==> src/rtl/gfx_dbuf_swap_ctrl.sv <==
`default_nettype none
// ============================================================================
// Module   : gfx_dbuf_swap_ctrl
// Brief    : Double-buffer swap controller for the dual-SRAM graphics path.
//            Tracks in-flight draw writes, accepts swap requests, drains,
//            commits the display/draw swap on vertical blank and optionally
//            sequences a full-frame clear of the new draw buffer.
// Revision : 1.0 - initial release
// ============================================================================
module gfx_dbuf_swap_ctrl #(
    parameter int FB_WIDTH        = 640,
    parameter int FB_HEIGHT       = 480,
    parameter int PIXEL_BITS      = 12,
    parameter int ADDR_BITS       = 20,
    parameter int MAX_OUTSTANDING = 8
) (
    input  logic                  clk,
    input  logic                  reset,
    // Swap request from the renderer
    input  logic                  i_swap_req_valid,
    output logic                  o_swap_req_ready,
    input  logic                  i_swap_req_clear,
    input  logic [PIXEL_BITS-1:0] i_clear_color,
    // Draw write tracking
    input  logic                  i_wr_issue,
    input  logic                  i_wr_done,
    // Vertical blank pulse (already in clk domain)
    input  logic                  i_vblank_start,
    // Buffer selection and draw permission
    output logic                  o_disp_sel,
    output logic                  o_draw_gate,
    // Clear write stream
    output logic                  o_clr_valid,
    input  logic                  i_clr_ready,
    output logic [ADDR_BITS-1:0]  o_clr_addr,
    output logic [PIXEL_BITS-1:0] o_clr_color,
    // Status
    output logic                  o_swap_done,
    output logic [15:0]           o_frame_count
);

    // ------------------------------------------------------------------------
    // Constants
    // ------------------------------------------------------------------------
    localparam int                   c_OUTST_W   = $clog2(MAX_OUTSTANDING + 1);
    localparam int                   c_FB_PIXELS = FB_WIDTH * FB_HEIGHT;
    localparam logic [ADDR_BITS-1:0] c_LAST_ADDR = ADDR_BITS'(c_FB_PIXELS - 1);
    localparam logic [c_OUTST_W-1:0] c_OUTST_MAX = c_OUTST_W'(MAX_OUTSTANDING);
    localparam logic [c_OUTST_W-1:0] c_OUTST_ONE = c_OUTST_W'(1);
    localparam logic [ADDR_BITS-1:0] c_ADDR_ONE  = ADDR_BITS'(1);

    // ------------------------------------------------------------------------
    // State encoding
    // ------------------------------------------------------------------------
    typedef enum logic [2:0] {
        ST_IDLE  = 3'd0,
        ST_DRAIN = 3'd1,
        ST_VWAIT = 3'd2,
        ST_SWAP  = 3'd3,
        ST_CLEAR = 3'd4
    } state_t;

    state_t                  r_state;
    state_t                  w_state_nxt;

    logic [c_OUTST_W-1:0]    r_outst;
    logic                    r_disp_sel;
    logic [15:0]             r_frame_count;
    logic                    r_clr_pending;
    logic [PIXEL_BITS-1:0]   r_clr_color;
    logic [ADDR_BITS-1:0]    r_clr_addr;
    logic                    r_clr_valid;
    logic                    r_swap_done;

    logic                    w_req_hs;
    logic                    w_clr_fire;
    logic                    w_clr_last;
    logic                    w_in_idle;

    assign w_in_idle  = (r_state == ST_IDLE);
    assign w_req_hs   = w_in_idle && i_swap_req_valid;
    assign w_clr_fire = r_clr_valid && i_clr_ready;
    assign w_clr_last = (r_clr_addr == c_LAST_ADDR);

    // ------------------------------------------------------------------------
    // Outstanding draw-write counter; saturates at both ends so a stray
    // completion or an over-issue never wraps the count.
    // ------------------------------------------------------------------------
    always_ff @(posedge clk) begin
        if (reset) begin
            r_outst <= '0;
        end else begin
            case ({i_wr_issue, i_wr_done})
                2'b10: begin
                    if (r_outst != c_OUTST_MAX) begin
                        r_outst <= r_outst + c_OUTST_ONE;
                    end
                end
                2'b01: begin
                    if (r_outst != '0) begin
                        r_outst <= r_outst - c_OUTST_ONE;
                    end
                end
                default: begin
                    r_outst <= r_outst;
                end
            endcase
        end
    end

    // ------------------------------------------------------------------------
    // State register
    // ------------------------------------------------------------------------
    always_ff @(posedge clk) begin
        if (reset) begin
            r_state <= ST_IDLE;
        end else begin
            r_state <= w_state_nxt;
        end
    end

    // ------------------------------------------------------------------------
    // Next-state decode. Vertical blank is only looked at in VWAIT, so a pulse
    // during IDLE (including the handshake cycle) or DRAIN has no effect.
    // ------------------------------------------------------------------------
    always_comb begin
        w_state_nxt = r_state;
        case (r_state)
            ST_IDLE: begin
                if (i_swap_req_valid) begin
                    w_state_nxt = ST_DRAIN;
                end
            end
            ST_DRAIN: begin
                if (r_outst == '0) begin
                    w_state_nxt = ST_VWAIT;
                end
            end
            ST_VWAIT: begin
                if (i_vblank_start) begin
                    w_state_nxt = ST_SWAP;
                end
            end
            ST_SWAP: begin
                w_state_nxt = r_clr_pending ? ST_CLEAR : ST_IDLE;
            end
            ST_CLEAR: begin
                if (w_clr_fire && w_clr_last) begin
                    w_state_nxt = ST_IDLE;
                end
            end
            default: begin
                w_state_nxt = ST_IDLE;
            end
        endcase
    end

    // ------------------------------------------------------------------------
    // Request capture, buffer swap, clear address sequencing and done pulse.
    // clr_valid is raised in SWAP so it is already high on the first CLEAR
    // cycle and stays high until the last address is accepted.
    // ------------------------------------------------------------------------
    always_ff @(posedge clk) begin
        if (reset) begin
            r_disp_sel    <= 1'b0;
            r_frame_count <= 16'd0;
            r_clr_pending <= 1'b0;
            r_clr_color   <= '0;
            r_clr_addr    <= '0;
            r_clr_valid   <= 1'b0;
            r_swap_done   <= 1'b0;
        end else begin
            r_swap_done <= 1'b0;
            case (r_state)
                ST_IDLE: begin
                    if (w_req_hs) begin
                        r_clr_pending <= i_swap_req_clear;
                        r_clr_color   <= i_clear_color;
                    end
                end
                ST_SWAP: begin
                    r_disp_sel    <= ~r_disp_sel;
                    r_frame_count <= r_frame_count + 16'd1;
                    r_clr_addr    <= '0;
                    if (r_clr_pending) begin
                        r_clr_valid <= 1'b1;
                    end else begin
                        r_swap_done <= 1'b1;
                    end
                end
                ST_CLEAR: begin
                    if (w_clr_fire) begin
                        if (w_clr_last) begin
                            r_clr_valid   <= 1'b0;
                            r_clr_pending <= 1'b0;
                            r_swap_done   <= 1'b1;
                        end else begin
                            r_clr_addr <= r_clr_addr + c_ADDR_ONE;
                        end
                    end
                end
                default: begin
                    r_clr_valid <= r_clr_valid;
                end
            endcase
        end
    end

    // ------------------------------------------------------------------------
    // Outputs: ready and draw gate decode registered state only.
    // ------------------------------------------------------------------------
    assign o_swap_req_ready = w_in_idle;
    assign o_draw_gate      = w_in_idle && (r_outst < c_OUTST_MAX);
    assign o_disp_sel       = r_disp_sel;
    assign o_frame_count    = r_frame_count;
    assign o_clr_valid      = r_clr_valid;
    assign o_clr_addr       = r_clr_addr;
    assign o_clr_color      = r_clr_color;
    assign o_swap_done      = r_swap_done;

endmodule
`default_nettype wire
==> config.mk <==
export PLATFORM = sky130hd
export DESIGN_NAME = gfx_dbuf_swap_ctrl
export DESIGN_NICKNAME = d
export VERILOG_FILES = /design/src/rtl/gfx_dbuf_swap_ctrl.sv
export SDC_FILE = /design/constraint.sdc
export NUM_CORES = 1
export LEC_CHECK = 0
export ABC_AREA = 1
export BUFFER_PORTS_ARGS = -buffer_cell sky130_fd_sc_hd__buf_2
export CAP_MARGIN = 20
export CORE_ASPECT_RATIO = 0.5
export CORE_MARGIN = 2
export CORE_UTILIZATION = 45
export DETAILED_ROUTE_END_ITERATION = 8
export PLACE_DENSITY = 0.72
export RECOVER_POWER = 50
export SYNTH_ARGS = -nofsm -noshare
export SYNTH_HDL_FRONTEND = slang
export SYNTH_SLANG_ARGS = --single-unit
==> constraint.sdc <==
create_clock -name clk -period 3.8 [get_ports clk]
set_input_delay 0.19 -clock clk [delete_from_list [all_inputs] [get_ports clk]]
set_output_delay 0.19 -clock clk [all_outputs]
set_load 0.05 [all_outputs]
After elaboration in Yosys (flattened, before gate mapping). Cells that the tools add are included.

Register bits after elaboration: 59. Input bits: 20. Output and inout bits: 53. Word-level logic and storage cells: 72.

$add $sub $neg: 4. $lt $le $gt $ge: 1. Equal/unequal tests: 19. Mux-type cells: 22. Bitwise logic cells: 1. Reductions and logical operators: 16.

Operator list (number): two-way mux 20 bit (2); case mux 20 bit (2 select lines) (1); != test 2 bit (second input constant) (11); adder 20 x 1 -> 20 bit (second input constant) (1); == test 20 x 19 -> 1 bit (second input constant) (1); adder 16 x 1 -> 16 bit (second input constant) (1); two-way mux 3 bit (5); case mux 3 bit (5 select lines) (1); AND reduction 4 bit (3); two-way mux 4 bit (2); case mux 4 bit (2 select lines) (1); two-way mux 1 bit (7); == test 3 x 2 -> 1 bit (second input constant) (2); case mux 1 bit (2 select lines) (3); AND reduction 3 bit (2); nonzero test 2 bit (3); adder 4 x 1 -> 4 bit (second input constant) (1); logical AND 1 bit (4); zero test 4 bit (1); less-than comparator 4 bit (second input constant) (1); != test 4 bit (second input constant) (1); nonzero test 4 bit (1); subtractor 4 x 1 -> 4 bit (second input constant) (1); == test 3 x 1 -> 1 bit (second input constant) (1); other kinds (6) (6).

Logic depth before layout (Yosys ltp). Gate-level depths: netlist (run 1).

Word-level depth: 4. Mapped depth: 12.

Worst setup path before layout (run 1). OpenSTA, ideal clock, no wires.

Kind: register to register. From: register r_clr_addr[0], in the netlist o_clr_addr[0]. To: register r_clr_addr[5], in the netlist o_clr_addr[5]. Setup time: 0.135 ns. Arrival time: 2.003 ns. Path slack: 1.662 ns. Cell stages (with the launch flop): 11. Path buffers: 2. Clock period less this slack: 2.138 ns. Cells stage by stage: dfxtp_1 -> ha_1 -> nand3_2 -> nor2_4 -> nand3_2 -> nand2_4 -> nand2_4 -> buf_6 -> buf_6 -> nand3_1 -> a21oi_2.

Cells in the longest elaborated chain, start to end: 4.

RTL lines: start: declaration (RTL line 71) `logic [ADDR_BITS-1:0] r_clr_addr;`; start signal: assignment (RTL line 198) `r_clr_addr <= r_clr_addr + c_ADDR_ONE;`; adder 20 x 1 -> 20 bit (RTL line 198); two-way mux 20 bit (RTL line 193) `if (w_clr_last) begin`; two-way mux 20 bit (RTL line 192) `if (w_clr_fire) begin`; case mux 20 bit (2 select lines) (RTL line 174) `case (r_state)`.

Several ways; a longest one is shown, not always the timed one. The select of a mux whose other input is x is not followed. A chain may end at the register's enable or synchronous reset.

Worst setup path in the final report (run 1).
From: register r_state[1]. To: register r_clr_addr[16], in the netlist o_clr_addr[16].

Cells in the longest elaborated chain, start to end: 3.

RTL lines: start: declaration (RTL line 63) `state_t r_state;`; start signal: assignment (RTL line 118) `r_state <= w_state_nxt;`; == test 3 bit / == test 3 x 2 -> 1 bit (equally long branches) (RTL line 174); != test 2 bit (no line) / nonzero test 2 bit (equally long branches); AND reduction 3 bit (no line).

Several ways; a longest one is shown, not always the timed one.

==> impl_metrics.csv, run 1 <==
group,metric,value,unit
run_status,outcome,"finished, final reports clean",
floorplan,core,7270,sq um
place,io_buffers,72,
timing,hold_viol_final,0,
worst_setup_path,r2r_cells,8,
worst_setup_path,crit_path_start_kind,"flop",
clocking,cts_tree,"built",
timing,fin_skew,0.00410,ns
clocking,ctsRootBufferMaster,"clkbuf_16",
worst_setup_path,critPathKind,"reg2reg",
yosys,synth-seq-cells,59,
hold_path,hp-start,"i_clear_color[7]",
layout,n_fill_cell,781,
yosys,yosysUniqueCellTypes,34,
routing,first_iter_violations,181,
place,dpl-instance-area,3720,sq um
clocking,cts_hold_buf,0,
power,powerDensity,602,nW/um^2
worst_setup_path,startpoint,"r_state[1]",
layout,layout.nets,600,
timing,clock.fmax,0.417,GHz
routing,firstDrtPassIters,4,
hold_path,whs_endpoint,"o_clr_color[7]",
floorplan,dieArea,8170,sq um
global_routing,grt.overflow.total,0,
timing,setup_ws,1.40,ns
timing,final.setup.tns,0,ns
floorplan,start_util,46.0,%
clocking,clock_path_buffers,2,
timing,period_minus_slack,2.40,ns
place,globalplace.congestion,0.887,
power,p_leak,1.47,nW
routing,wl_per_cell,11.8,microns
clocking,htree_num_levels,3,
yosys,synthCells,507,
clocking,clock_sinks,59,
routing,wl,7940,microns
clocking,clock_latency,0.33,ns
clocking,cts_setup_buffers,0,
routing,ant_nets,0,
timing,tightest_slew,0.959,ns
timing,slew_viol_final,0,
floorplan,placementRows,22,
layout,post-route-cell-area,3970,sq um
yosys,synth-seq-area-share,35.3,%
yosys,synth_fp_nets,534,
clocking,ctsResizeCount,0,
routing,route.detailed.drc,0,
yosys,ys_warn_count,0,
power,ir_drop,0.000271,V
floorplan,die_w,126,microns
timing,rsz0062_at_grt,"false",
hold_path,hold_path.class,"in2reg",
yosys,synth_area,3340,sq um
global_routing,antenna_found_initial,0,
timing,fin_crit_sh,63.1,%
worst_setup_path,worstReg2RegStart,"r_state[1]",
global_routing,grt_max_degree,38,
worst_setup_path,required,4.03,ns
timing,finalSetupViolCount,0,
worst_setup_path,worstPathMaxFanout,24,
timing,relSlewSlack,35.9,%
job,drv_cap,0,
routing,routed_via_density,4.95,
global_routing,grt_pass1_wl,13000,microns
hold_path,whs_path_depth,3,
clocking,clkTransAtPathRegs,0.05,ns
clocking,cts_made_buffers,9,
worst_setup_path,cp.arrival,2.62,ns
floorplan,die_y,64.9,microns
global_routing,grt_usage,20.0,%
timing,hold-worst-slack,0.124,ns
floorplan,ios,73,
layout,drive_gt1_share,10.7,%
layout,syn2layout_area_growth,18.9,%
yosys,avgSynthCellArea,6.59,sq um
layout,diodes,0,
routing,vias,3334,
worst_setup_path,rr_endpoint,"o_clr_addr[16]",
worst_setup_path,setup.worst_path.end_class,"flop",
place,preCtsSetupSlack,1.47,ns
global_routing,grt_pass1_vias,2839,
worst_setup_path,r2r_slack,1.40,ns
place,dp_hpwl,5640,microns
==> final cells by class <==
type | instances | area, sq um | share of cell area (%)
multi-input combinational | 380 | 1860 | 46.9
sequential | 59 | 1180 | 29.7
timing repair buffer | 72 | 297 | 7.46
clock buffer | 10 | 229 | 5.76
inverter | 51 | 194 | 4.88
tap | 96 | 120 | 3.02
clock inverter | 6 | 90.1 | 2.27
==> state kept, by name (all words and copies together) (netlist names) <==
register	count
r_state	3
o_clr_valid	1
r_clr_pending	1
o_clr_addr	20
o_disp_sel	1
o_frame_count	16
o_swap_done	1
r_outst	4
o_clr_color	12
==> synth_stat cells, drive strengths merged <==
cell type / n / share of area, %
xnor2: 5 / 1.3
a21oi: 40 / 6.7
nand4: 10 / 1.9
clkbuf: 8 / 0.90
nand2: 137 / 16
inv: 51 / 5.8
nand3: 56 / 9.6
a31oi: 1 / 0.19
nor3b: 1 / 0.22
fa: 1 / 0.60
and2: 2 / 0.37
nor3: 10 / 1.6
o21bai: 1 / 0.22
nor2: 88 / 10
xor2: 7 / 1.8
a21o: 1 / 0.22
a211oi: 1 / 0.22
nand3b: 1 / 0.22
ha: 6 / 2.2
buf: 9 / 2.1
o21ai: 12 / 1.8
dfxtp: 59 / 35
==> how the worst max path moves through the flow <==
stage	end	slack [ns]	cells after the start
detailed placement	o_clr_addr[16]	1.47	8
floorplan	o_clr_addr[5]	1.66	10
finish	o_clr_addr[16]	1.40	8
global route	o_clr_addr[16]	1.14	8
CTS	o_clr_addr[16]	1.41	8
global placement	o_clr_addr[7]	1.54	8
==> power by group <==
| part | internal, mW | total (mW) | switching, mW |
|---|---|---|---|
| Clock | 0.574 | 0.864 | 0.290 |
| Sequential | 0.697 | 0.777 | 0.0806 |
| Combinational | 0.169 | 0.750 | 0.581 |
==> per-stage QoR <==
step / utilization, % / power (mW) / std cells
floorplan: - / 1.41 / 507
global placement: 51.2 / 1.54 / 658
detailed placement: 51.2 / 1.55 / 658
CTS: 55.6 / 2.42 / 674
global route: 54.7 / 2.53 / 674
finish: 54.7 / 2.39 / 674
==> logic make-up after synthesis <==
logic type,synth area share [%]
xor+xnor,3.14
compound gates,9.32
flops,35.3
fa+ha+maj,2.85
simple gates,40.5
buf+inv,8.80
==> routing by layer <==
metal / up-vias / part of all wire, % / GRT usage (%)
met1: 1488 / 48 / 25.0
met3: 13 / 5.3 / 6.11
met2: 74 / 45 / 33.0
li1: 1759 / - / -
met4: 0 / 1.5 / 7.42
met5: - / 0 / 0
==> critical path, cell delays in order, from the launching register on <==
cell and delay, ns:
dfxtp_1 0.35, nor2_2 0.13, nand2_2 0.23, inv_4 0.19, nand2_1 0.57, nand2_4 0.45
inv_1 0.15, nor2_1 0.14, nor2_1 0.06
==> layout by cell type, fill, tap and decap left out, types with 5 or more instances in the layout <==
cell       count
nand2_1      131
a21oi_2        6
buf_2         21
nor3_1         9
clkbuf_16      9
nand3_2        7
inv_1         49
ha_1           6
nand3_1       49
dfxtp_1       59
clkbuf_1      52
nor2_1        84
xnor2_1        5
xor2_1         7
o21ai_0       12
a21oi_1       34
nand4_1       10
Note: power is estimated with default switching activity, not from simulation.
==> run 2: changes to the inputs <==
==> constraint.sdc (replaced) <==
create_clock -name clk -period 2.45 [get_ports clk]
set_input_delay 0.1225 -clock clk [delete_from_list [all_inputs] [get_ports clk]]
set_output_delay 0.1225 -clock clk [all_outputs]
set_load 0.05 [all_outputs]
==> impl_metrics.csv, run 2 (synthesis gave the netlist of run 1 again) <==
group,metric,value,unit
clocking,ctsRootBufferMaster,"clkbuf_16",
global_routing,grt_pass1_wl,13400,microns
clocking,cts_hold_buf,0,
worst_setup_path,worstPathMaxFanout,20,
worst_setup_path,critPathKind,"reg2reg",
worst_setup_path,r2r_cells,10,
place,preCtsSetupSlack,0.434,ns
routing,firstDrtPassIters,4,
floorplan,core,7270,sq um
global_routing,met1_usage,24.6,%
routing,routed_via_density,4.94,
floorplan,die_y,64.9,microns
global_routing,antenna_found_initial,0,
global_routing,grtUsageMet3,6.28,%
place,io_buffers,72,
worst_setup_path,setup.worst_path.end_class,"flop",
routing,first_iter_violations,240,
global_routing,grt_usage,20.4,%
power,total_power,3.59,mW
clocking,ctsResizeCount,0,
worst_setup_path,startpoint,"o_clr_addr[1]",
layout,post-route-cell-area,3980,sq um
hold_path,hold_path.class,"in2reg",
layout,largest_register_ffs,20,
global_routing,grt_max_degree,37,
clocking,clock_latency,0.33,ns
worst_setup_path,r2r_slack,0.39,ns
routing,route.detailed.drc,0,
power,ir_drop,0.000537,V
place,dp_hpwl,5820,microns
floorplan,placementRows,22,
global_routing,top_usage_layer,"met2",
power,powerDensity,901,nW/um^2
worst_setup_path,rr_endpoint,"o_clr_addr[16]",
timing,finalSetupViolCount,0,
worst_setup_path,cp.arrival,2.29,ns
place,dpl-instance-area,3770,sq um
routing,wl_per_cell,11.9,microns
global_routing,grt_pass1_vias,2995,
worst_setup_path,crit_path_start_kind,"flop",
global_routing,grt.overflow.total,0,
place,globalplace.congestion,0.873,
layout,layout.nets,606,
worst_setup_path,required,2.68,ns
floorplan,ios,73,
clocking,htree_num_levels,3,
layout,final_common_cell,"nand2_1",
floorplan,start_util,46.0,%
clocking,cts_made_buffers,9,
clocking,clock_sinks,59,
timing,period_minus_slack,2.06,ns
timing,hold-worst-slack,0.0541,ns
power,p_leak,1.49,nW
layout,diodes,0,
layout,final_cell_mix,"nand2_1, nor2_1, dfxtp_1",
layout,syn2layout_area_growth,19.2,%
clocking,clock_path_buffers,2,
worst_setup_path,worstSetupEndpoint,"o_clr_addr[16]",
routing,ant_nets,0,
clocking,cts_tree,"built",
timing,tightest_slew,0.791,ns
timing,clock.fmax,0.485,GHz
timing,setup_ws,0.386,ns
floorplan,dieArea,8170,sq um
timing,fin_crit_sh,84.2,%
timing,rsz0062_at_grt,"false",
clocking,cts_setup_buffers,0,
global_routing,grt.met2_usage,35.3,%
job,drv_cap,0,
floorplan,die_w,126,microns
worst_setup_path,worstReg2RegStart,"o_clr_addr[1]",
clocking,clkTransAtPathRegs,0.06,ns
timing,slew_viol_final,0,
layout,drive_gt1_share,11.8,%
run_status,outcome,"finished, final reports clean",
timing,final.setup.tns,0,ns
routing,vias,3361,
timing,hold_viol_final,0,
timing,fin_skew,0.00369,ns
timing,relSlewSlack,47.2,%
routing,wl,8060,microns
==> run 2: cell types whose count changed in the layout (fill, tap and decap cells not counted), sizes merged <==
cell	delta
buf	+6
bufinv	-2
clkbuf	-1
inv	+3
==> run 2: layout make-up <==
class / count / area, sq um
inverter: 51 / 194
clock inverter: 7 / 60.1
timing repair buffer: 78 / 342
sequential: 59 / 1180
fill: 766 / 3280
tap: 96 / 120
multi-input combinational: 380 / 1860
clock buffer: 9 / 225
==> run 2: how the worst min path moves through the flow <==
stage	startpoint	end	slack, ns	depth (start not counted)
floorplan	i_clear_color[0]	o_clr_color[0]	0.29	2
global placement	i_clear_color[10]	o_clr_color[10]	0.40	3
detailed placement	i_clear_color[10]	o_clr_color[10]	0.40	3
CTS	i_clear_color[10]	o_clr_color[10]	0.04	3
global route	i_clear_color[4]	o_clr_color[4]	0.05	3
finish	i_clear_color[4]	o_clr_color[4]	0.05	3
==> run 2: critical path, cell delays in order, from the launching register on <==
cell	delay [ns]
dfxtp_1	0.41
ha_1	0.31
nand3_2	0.14
nor2_4	0.15
nand3_2	0.11
nand2_4	0.11
nand2_4	0.17
nand2_4	0.26
inv_1	0.13
nor2_1	0.11
nor2_1	0.05
==> run 2: power breakdown <==
| group | switching (mW) | internal [mW] | total [mW] |
|---|---|---|---|
| clock | 0.490 | 0.698 | 1.19 |
| sequential | 0.111 | 1.08 | 1.19 |
| combinational | 0.915 | 0.294 | 1.21 |
==> run 2: stage by stage <==
| stage | utilization (%) | std cells |
|---|---|---|
| after global routing | 54.8 | 680 |
| after floorplan | - | 507 |
| after CTS | 55.8 | 680 |
| after global placement | 51.8 | 664 |
| after detailed placement | 51.8 | 664 |
| final | 54.8 | 680 |
==> run 2: per-layer routing <==
layer	vias up	share of wire [%]
met1	1515	46
met2	70	47
met4	0	0.87
li1	1770	-
met5	-	0
met3	6	6.0
==> run 3: changes to the inputs <==
--- a/config.mk
+++ b/config.mk
@@ -5,14 +5,14 @@
 export SDC_FILE = /design/constraint.sdc
 export NUM_CORES = 1
 export LEC_CHECK = 0
-export ABC_AREA = 1
+export ABC_AREA = 0
 export BUFFER_PORTS_ARGS = -buffer_cell sky130_fd_sc_hd__buf_2
 export CAP_MARGIN = 20
 export CORE_ASPECT_RATIO = 0.5
 export CORE_MARGIN = 2
 export CORE_UTILIZATION = 45
 export DETAILED_ROUTE_END_ITERATION = 8
-export PLACE_DENSITY = 0.72
+export PLACE_DENSITY = 0.74
 export RECOVER_POWER = 50
 export SYNTH_ARGS = -nofsm -noshare
 export SYNTH_HDL_FRONTEND = slang
==> constraint.sdc (replaced) <==
create_clock -name clk -period 2 [get_ports clk]
set_input_delay 0.1 -clock clk [delete_from_list [all_inputs] [get_ports clk]]
set_output_delay 0.1 -clock clk [all_outputs]
set_load 0.05 [all_outputs]
==> impl_metrics.csv, run 3 <==
group,metric,value,unit
worst_setup_path,path_buf_inv,1,
yosys,ys_warn_count,0,
timing,relSlewSlack,58.5,%
clocking,cts_hold_buf,0,
power,p_leak,1.33,nW
layout,stdcell_count,515,
routing,wl_met2,3460,microns
worst_setup_path,path_delay_family,"simple AND/OR/NAND/NOR gates",
timing,fin_skew,0.00514,ns
timing,final.setup.tns,0,ns
power,p_switching,860,uW
yosys,avgSynthCellArea,8.42,sq um
power,clkPwrFrac,46.8,%
yosys,synthCells,337,
timing,clock.fmax,0.526,GHz
timing,slew_viol_final,0,
worst_setup_path,setup.worst_path.end_class,"flop",
routing,wl_per_cell,13.7,microns
worst_setup_path,critical_path.max_stage_delay,0.48,ns
layout,final_cell_mix,"clkbuf_1, nand2_1, dfxtp_1",
yosys,synth_area,2840,sq um
routing,vias,2824,
timing,finalSetupViolCount,0,
yosys,ys_top_cells_by_count,"dfxtp_1, nand2_1, a21oi_1",
timing,fin_crit_sh,95.0,%
hold_path,hold_path.class,"in2reg",
floorplan,die_y,60.2,microns
global_routing,antenna_found_initial,0,
routing,topRoutingLayerUsed,"met4",
floorplan,placementRows,20,
worst_setup_path,worstReg2RegStart,"o_clr_addr[0]",
job,drv_cap,0,
layout,fin_util,59.5,%
worst_setup_path,path_cells,"ha_1 -> nand3_1 -> nor4_4 -> buf_4 -> a22o_2 -> or4_1 -> a21oi_1",
worst_setup_path,crit_path_start_kind,"flop",
routing,routed_via_density,5.48,
yosys,synth-seq-cells,59,
global_routing,grt_max_degree,24,
clocking,clock_sinks,59,
worst_setup_path,path_depth,7,
routing,first_iter_violations,251,
worst_setup_path,worstPathMaxFanout,7,
run_status,outcome,"finished, final reports clean",
yosys,synthFlopType,"dfxtp_1",
power,seq_power_share,39.5,%
worst_setup_path,cp.arrival,2.16,ns
power,powerDensity,885,nW/um^2
power,p_int,2.34,mW
clocking,cts_made_buffers,9,
clocking,ctsRootBufferMaster,"clkbuf_16",
layout,largest_register_ffs,20,
place,globalplace.congestion,0.914,
worst_setup_path,r2r_cells,7,
timing,hold_viol_final,0,
power,combPwrFrac,13.7,%
layout,diodes,0,
worst_setup_path,required,2.26,ns
yosys,synth_edf_count,0,
global_routing,grt.overflow.total,0,
power,ir_drop,0.000560,V
yosys,yosysMostFrequentCell,"dfxtp_1",
routing,wl_met1,3020,microns
timing,period_minus_slack,1.90,ns
routing,ant_nets,0,
layout,n_fill_cell,551,
clocking,clkTransAtPathRegs,0.05,ns
global_routing,grt_pass1_wl,11500,microns
floorplan,die_w,116,microns
routing,dr_wl_met3,486,microns
layout,final_common_cell,"clkbuf_1",
timing,tightest_slew,0.626,ns
clocking,cts_tree,"built",
layout,drive_gt1_share,18.7,%
yosys,yosys-top-cells-area,"dfxtp_1, nand2_1, a21oi_1",
hold_path,whs_path_depth,3,
worst_setup_path,startpoint,"o_clr_addr[0]",
yosys,async_flop_share,0,%
routing,firstDrtPassIters,4,
yosys,yosys.area.top_type,"dfxtp_1",
yosys,synth_top_area_share,41.6,%
place,io_buffers,72,
hold_path,hp-start,"i_clear_color[4]",
global_routing,grt_pass1_vias,2592,
yosys,synth_fp_nets,364,
place,preCtsSetupSlack,0.0512,ns
floorplan,ios,73,
global_routing,grt_usage,21.4,%
floorplan,dieArea,7000,sq um
clocking,clock_latency,0.33,ns
timing,rsz0062_at_grt,"false",
worst_setup_path,cp_slowest_cell,"or4_1",
floorplan,core,6080,sq um
worst_setup_path,critPathKind,"reg2reg",
power,switching_share,26.9,%
yosys,synth-seq-area-share,41.6,%
timing,setup_ws,0.0993,ns
yosys,yosysUniqueCellTypes,50,
routing,route.detailed.drc,0,
routing,wl,7060,microns
layout,layout.nets,449,
place,dp_hpwl,5040,microns
place,place_inst,498,
floorplan,start_util,46.7,%
clocking,htree_num_levels,3,
layout,syn2layout_area_growth,27.5,%
clocking,clock_path_buffers,2,
[run 3: final cells by class]
cell class | instances | area (sq um) | share of cell area [%]
Timing Repair Buffer | 91 | 428 | 11.8
Clock inverter | 6 | 55.1 | 1.52
Clock buffer | 10 | 239 | 6.60
Sequential cell | 59 | 1190 | 33.0
Tap cell | 88 | 110 | 3.04
Inverter | 6 | 22.5 | 0.622
Multi-Input combinational cell | 255 | 1570 | 43.4
[run 3: worst reg2reg max path, cell delays in order (launching register included)]
cell,delay (ns)
dfxtp_2,0.34
ha_1,0.23
nand3_1,0.15
nor4_4,0.04
buf_4,0.16
a22o_2,0.29
or4_1,0.48
a21oi_1,0.14
[run 3: timing repair]
action / CTS / global route
gates resized for setup: 0 / 3
buffers inserted: 0 / 1
endpoints found under the setup margin: 0 / 15
[run 3: power by group through the flow]
stage	Sequential, mW	Combinational (mW)	Clock, mW
2_1_floorplan	1.36	0.267	0
3_3_place_gp	1.29	0.435	0
3_5_place_dp	1.29	0.451	0
4_1_cts	1.26	0.454	1.53
5_1_grt	1.27	0.479	1.59
6_report	1.27	0.439	1.50
[run 3: routing by layer]
metal | track usage [%] | up-vias
met5 | 0 | -
met4 | 9.69 | 0
met3 | 8.01 | 12
met2 | 36.8 | 99
met1 | 24.3 | 1335
li1 | - | 1378
[run 3: worst paths after layout]
kind / to / slack [ns]
worst max register to register: o_clr_addr[5] / 0.1
worst min-delay path: o_clr_color[4] / 0.01
worst min register to register: o_clr_color[9] / 0.45
worst max-delay path: o_clr_addr[5] / 0.1
[run 3: through the flow]
stage	power (mW)	hold slack, ns	cell area, sq um
CTS	3.25	0.00284	3680
global route	3.34	0.00770	3620
global placement	1.72	0.341	3380
floorplan	1.63	0.236	2860
detailed placement	1.74	0.349	3380
finish	3.20	0.0111	3620
[run 3: logic make-up after synthesis]
kind of cell	synth area share (%)
fa+ha+maj	3.35
compound gates	16.7
buf+inv	3.79
xor+xnor	5.86
simple gates	27.7
flops	41.6
mux	1.06
